## src/rtl/plru_entry_alloc_ctrl.sv

```systemverilog
// Allocation controller for a small fully-associative entry pool: round-robin grant,
// lowest-free / tree-PLRU victim selection, and an entry-by-entry flush sweep.
module plru_entry_alloc_ctrl #(
    parameter int ENTRY_COUNT_LOG2 = 3,
    parameter int REQ_COUNT        = 2
) (
    input  logic                               clk,
    input  logic                               reset,
    input  logic [REQ_COUNT-1:0]               alloc_req,
    output logic [REQ_COUNT-1:0]               alloc_gnt,
    output logic [ENTRY_COUNT_LOG2-1:0]        alloc_addr,
    output logic                               evict_valid,
    input  logic                               touch_en,
    input  logic [ENTRY_COUNT_LOG2-1:0]        touch_addr,
    input  logic                               free_en,
    input  logic [ENTRY_COUNT_LOG2-1:0]        free_addr,
    input  logic                               flush,
    output logic                               flush_evict_valid,
    output logic [ENTRY_COUNT_LOG2-1:0]        flush_evict_addr,
    output logic [(1<<ENTRY_COUNT_LOG2)-1:0]   occupied,
    output logic                               full,
    output logic                               ready
);
    localparam int L  = ENTRY_COUNT_LOG2;
    localparam int N  = 1 << L;
    localparam int RW = (REQ_COUNT > 1) ? $clog2(REQ_COUNT) : 1;

    typedef enum logic {IDLE, SWEEP} state_t;

    state_t              state_q, state_d;
    logic [N-1:0]        occ_q, occ_d;
    logic [N-2:0]        plru_q, plru_d;
    logic [RW-1:0]       rr_q, rr_d;
    logic [L-1:0]        sweep_idx_q, sweep_idx_d;

    logic [L-1:0]        victim, free_victim, plru_victim;
    logic                any_free;
    logic                gnt_valid;
    int                  gnt_off;
    logic [RW:0]         gnt_sum;
    logic [RW-1:0]       gnt_idx;
    logic [2*REQ_COUNT-1:0] req_rot;

    // Every node on the path of entry e is made to point at the other subtree.
    function automatic logic [N-2:0] plru_touch(input logic [N-2:0] bits, input logic [L-1:0] e);
        logic [N-2:0] r;
        logic [31:0]  node;
        r    = bits;
        node = '0;
        for (int l = L-1; l >= 0; l--) begin
            r[node[L-1:0]] = ~e[l];
            node = 2*node + (e[l] ? 32'd2 : 32'd1);
        end
        return r;
    endfunction

    function automatic logic [L-1:0] plru_walk(input logic [N-2:0] bits);
        logic [31:0] node;
        node = '0;
        for (int l = 0; l < L; l++) begin
            node = 2*node + (bits[node[L-1:0]] ? 32'd2 : 32'd1);
        end
        node = node - 32'(N-1);
        return node[L-1:0];
    endfunction

    always_comb begin
        free_victim = '0;
        any_free    = 1'b0;
        for (int i = N-1; i >= 0; i--) begin
            if (!occ_q[i]) begin
                any_free    = 1'b1;
                free_victim = L'(i);
            end
        end
        plru_victim = plru_walk(plru_q);
        victim      = any_free ? free_victim : plru_victim;
    end

    // Rotate requests so bit 0 is the requester at rr_q; the first set bit wins.
    always_comb begin
        req_rot   = {alloc_req, alloc_req} >> rr_q;
        gnt_valid = 1'b0;
        gnt_off   = 0;
        for (int k = 0; k < REQ_COUNT; k++) begin
            if (!gnt_valid && req_rot[k]) begin
                gnt_valid = 1'b1;
                gnt_off   = k;
            end
        end
        gnt_valid = gnt_valid && (state_q == IDLE);
        gnt_sum   = {1'b0, rr_q} + (RW+1)'(gnt_off);
        if (gnt_sum >= (RW+1)'(REQ_COUNT)) begin
            gnt_sum = gnt_sum - (RW+1)'(REQ_COUNT);
        end
        gnt_idx   = gnt_sum[RW-1:0];
        alloc_gnt = gnt_valid ? (REQ_COUNT'(1) << gnt_idx) : '0;
    end

    always_comb begin
        plru_d = plru_q;
        if (touch_en) begin
            plru_d = plru_touch(plru_d, touch_addr);
        end
        if (gnt_valid) begin
            plru_d = plru_touch(plru_d, victim);
        end

        occ_d = occ_q;
        if (free_en) begin
            occ_d[free_addr] = 1'b0;
        end
        if (state_q == SWEEP) begin
            occ_d[sweep_idx_q] = 1'b0;
        end
        if (gnt_valid) begin
            occ_d[victim] = 1'b1;
        end

        rr_d = rr_q;
        if (gnt_valid) begin
            rr_d = (gnt_idx == RW'(REQ_COUNT-1)) ? '0 : gnt_idx + 1'b1;
        end

        state_d     = state_q;
        sweep_idx_d = sweep_idx_q;
        if (state_q == IDLE) begin
            if (flush) begin
                state_d     = SWEEP;
                sweep_idx_d = '0;
            end
        end else begin
            sweep_idx_d = sweep_idx_q + 1'b1;
            if (sweep_idx_q == L'(N-1)) begin
                state_d = IDLE;
            end
        end
    end

    always_ff @(posedge clk) begin
        if (reset) begin
            state_q     <= IDLE;
            occ_q       <= '0;
            plru_q      <= '0;
            rr_q        <= '0;
            sweep_idx_q <= '0;
        end else begin
            state_q     <= state_d;
            occ_q       <= occ_d;
            plru_q      <= plru_d;
            rr_q        <= rr_d;
            sweep_idx_q <= sweep_idx_d;
        end
    end

    assign alloc_addr        = victim;
    assign evict_valid       = gnt_valid && !any_free;
    assign flush_evict_valid = (state_q == SWEEP) && occ_q[sweep_idx_q];
    assign flush_evict_addr  = sweep_idx_q;
    assign occupied          = occ_q;
    assign full              = &occ_q;
    assign ready             = (state_q == IDLE);

endmodule

```

## config.mk

```make
export PLATFORM = sky130hd
export DESIGN_NAME = plru_entry_alloc_ctrl
export DESIGN_NICKNAME = d
export VERILOG_FILES = /design/src/rtl/plru_entry_alloc_ctrl.sv
export SDC_FILE = /design/constraint.sdc
export NUM_CORES = 1
export LEC_CHECK = 0
export ABC_AREA = 1
export CAP_MARGIN = 25
export CORE_AREA = 2 2 80 67
export DETAILED_ROUTE_END_ITERATION = 8
export DIE_AREA = 0 0 82 69
export GPL_TIMING_DRIVEN = 0
export PLACE_DENSITY = 0.61
export SLEW_MARGIN = 20
export SYNTH_ARGS = -nofsm -noshare
export SYNTH_HDL_FRONTEND = slang
export SYNTH_SLANG_ARGS = --single-unit
```

## constraint.sdc

```tcl
create_clock -name clk -period 1.43 [get_ports clk]
set_clock_uncertainty 0.1 [all_clocks]
set_input_delay 0.3575 -clock clk [delete_from_list [all_inputs] [get_ports clk]]
set_output_delay 0.3575 -clock clk [all_outputs]
set_load 0.01 [all_outputs]
```

==> reports/metrics.yaml <==
synthesis:
  synth_area_per_cell_sq_um: 6.86
  syn_nets: 226
  synthTopCellsByArea: "dfxtp_1 (28%), nand2_1 (12%), inv_1 (7.5%)"
  syn-instance-count: 205
  synth.top_cell.area_share_pct: 28.5
  yosys.area.top_type: "dfxtp_1"
  synthArstFlopShare_pct: 0
  synth_edf_count: 0
  synthMostInstantiatedCell: "nand2_1"
  synth_ff_type: "dfxtp_1"
  yosys.cell_types.count: 28
  synth_warnings: 0
  ys_seq_area_share_pct: 28.5
  synth_seq_cells: 20
  syn_area_sq_um: 1410
  synth_common_cells: "nand2_1 (44), inv_1 (28), a21oi_1 (20), dfxtp_1 (20), nand3_1 (13)"
clock_tree:
  cts_buffers: 3
  cts_hold_buffers: 0
  clock-root-buffer: "clkbuf_8"
  clock_path_buffers: 2
  clk_latency_ps: 270
  clkSinkCount: 20
  htreeDepth: 1
  cts_tree: "yes"
  clkSlewWorstSetupHoldPaths_ps: 80
critical_path:
  cpMaxStageDelayCell: "dfxtp_2"
  r2r_end: "occupied[4]$_SDFF_PP0_"
  cp.required_ps: 970
  path_common_cell: "nor3_2"
  reg2reg_from: "occupied[5]$_SDFF_PP0_"
  endpoint_kind: "primary output"
  reg2regPathDepth: 11
  critPathKind: "flop to primary output"
  crit_chain: "buf_8 -> inv_4 -> nor2_2 -> nor3_2 -> nor3_2 -> a21oi_2 -> buf_2"
  critPathTopFamily: "simple AND/OR/NAND/NOR gates"
  cp_max_fo: 6
  startpoint_type: "flop"
  rrSetupSlack_ps: -280
  arrival_ps: 1370
  path_buf_inv: 3
  cpPeakStageDelay_ps: 350
detailed_routing:
  drt_iter0_drc: 138
  drt_first_pass_iters: 4
  dr_total_vias: 1655
  routed_wl_mm: 4.74
  ant_nets: 0
  detail_route.wl_per_cell_microns: 13.9
  via_per_inst: 4.87
  drc_errors: 0
die:
  die-width_microns: 82
  initial_utilization_pct: 29.1
  coreArea_sq_um: 4830
  pin_count: 33
  fp.dieH_microns: 69
  num_rows: 23
  die_area_sq_um: 5660
sta:
  post-route-min-period_ps: 1830
  rsz0062_at_grt: "true"
  holdWs_ps: 421
  setup_viol: 22
  finalCritPeriodShare_pct: 128
  layout_setup_ws_ps: -402
  tightest_slew_ps: 249
  maxSlewViolCount: 0
  tns_ps: -5460
  hold_viol: 0
  relSlewSlack_pct: 83.3
  fmax_ghz: 0.546
min_path:
  hp-class: "flop to flop"
  worstHoldStart: "flush_evict_addr[1]$_SDFFE_PP0P_"
  holdPathEnd: "flush_evict_addr[1]$_SDFFE_PP0P_"
  holdPathStages: 2
global_routing:
  overflow: 0
  grt_pass1_vias: 1508
  grt_pass1_wl_mm: 7.33
  antenna_found_initial: 0
  grt_max_degree: 13
  track_usage_pct: 16.6
pwr:
  vdd_drop_max_uv: 362
  total_power_mw: 1.57
  power_density_nw_per_um2: 638
  leakage_nw: 1.08
run_status:
  status: "finished, violations left"
  violations: "negative setup slack"
flow_run:
  drv_cap: 0
place:
  gp_congestion: 0.879
  portBuffers: 31
  dp_slack_ps: -871
  dp.cells: 298
  hpwl_mm: 3.01
  post_dp_cell_area_sq_um: 1880
finish:
  final_area_sq_um: 2460
  finalNonFillerCells: 340
  antennaDiodeCount: 0
  syn2layout_area_growth_pct: 74.9
  final_nets: 300
  drive_above_1_share_pct: 54.7
  nFillCells: 452
  utilization_pct: 50.9
-- cell type report --
type	instances	area, sq um	area share, %
multi-input combinational	152	1120	45.5
timing repair buffer	69	589	24.0
sequential	20	445	18.1
inverter	30	125	5.09
tap	62	77.6	3.15
clock buffer	4	66.3	2.70
buffer	3	37.5	1.53
-- report_power, final --
| part | total [mW] | switching, mW | internal (mW) |
|---|---|---|---|
| clock network | 0.509 | 0.205 | 0.304 |
| logic | 0.459 | 0.254 | 0.206 |
| registers | 0.602 | 0.0286 | 0.573 |
-- worst max path at each step --
stage	start	end	slack, ps	cells after the start
2_1_floorplan	occupied[3]$_SDFF_PP0_	occupied[0]$_SDFF_PP0_	-60	9
3_3_place_gp	alloc_req[1]	evict_valid	-840	6
3_5_place_dp	alloc_req[1]	evict_valid	-870	6
4_1_cts	flush_evict_addr[0]$_SDFFE_PP0P_	flush_evict_valid	-410	7
5_1_grt	flush_evict_addr[0]$_SDFFE_PP0P_	flush_evict_valid	-490	6
6_report	flush_evict_addr[0]$_SDFFE_PP0P_	flush_evict_valid	-400	7
-- cell usage in the layout (no fill, tap or decap), drive strengths merged, types with 2 or more instances in the layout --
master	n
inv	30
ha	8
or2	3
dlygate4sd2	7
o21ai	14
nor2	19
nand3	14
dfxtp	20
o211ai	2
clkdlybuf4s15	3
nor3	2
nand2	55
clkdlybuf4s50	8
o221ai	6
a211oi	3
buf	52
a21oi	23
clkbuf	6
-- state kept, by name (all words and copies together) (netlist names) --
signal	cells
rr_q	1
flush_evict_addr	3
occupied	8
state_q	1
plru_q	7
-- routing by layer --
metal / GRT usage [%] / wire, microns / vias to the layer above
li1: - / - / 830
met1: 23.3 / 2090 / 763
met2: 26.0 / 2330 / 48
met3: 3.01 / 194 / 14
met4: 3.89 / 130 / 0
met5: 0 / 0 / -
-- cells by family after synthesis --
family / share of synthesized area, %
and+or+nand+nor: 32.9
buffers and inverters: 9.88
AOI/OAI and AO/OA: 21.6
adders and majority gates: 7.12
DFF: 28.5
-- timing repair --
| item | in CTS | in global routing |
|---|---|---|
| pin swaps | 30 | 29 |
| buffers inserted | 28 | 12 |
| setup endpoints to repair | 35 | 27 |
| gates resized for setup | 114 | 40 |
-- worst register-to-register path, delay by kind of cell (launching register included) --
kind                   cells  cell delay, ps
buffers and inverters      3             360
DFF                        1             380
AOI/OAI and AO/OA          1             120
and+or+nand+nor            7             690
No activity file was read; power rests on OpenSTA's default activity.
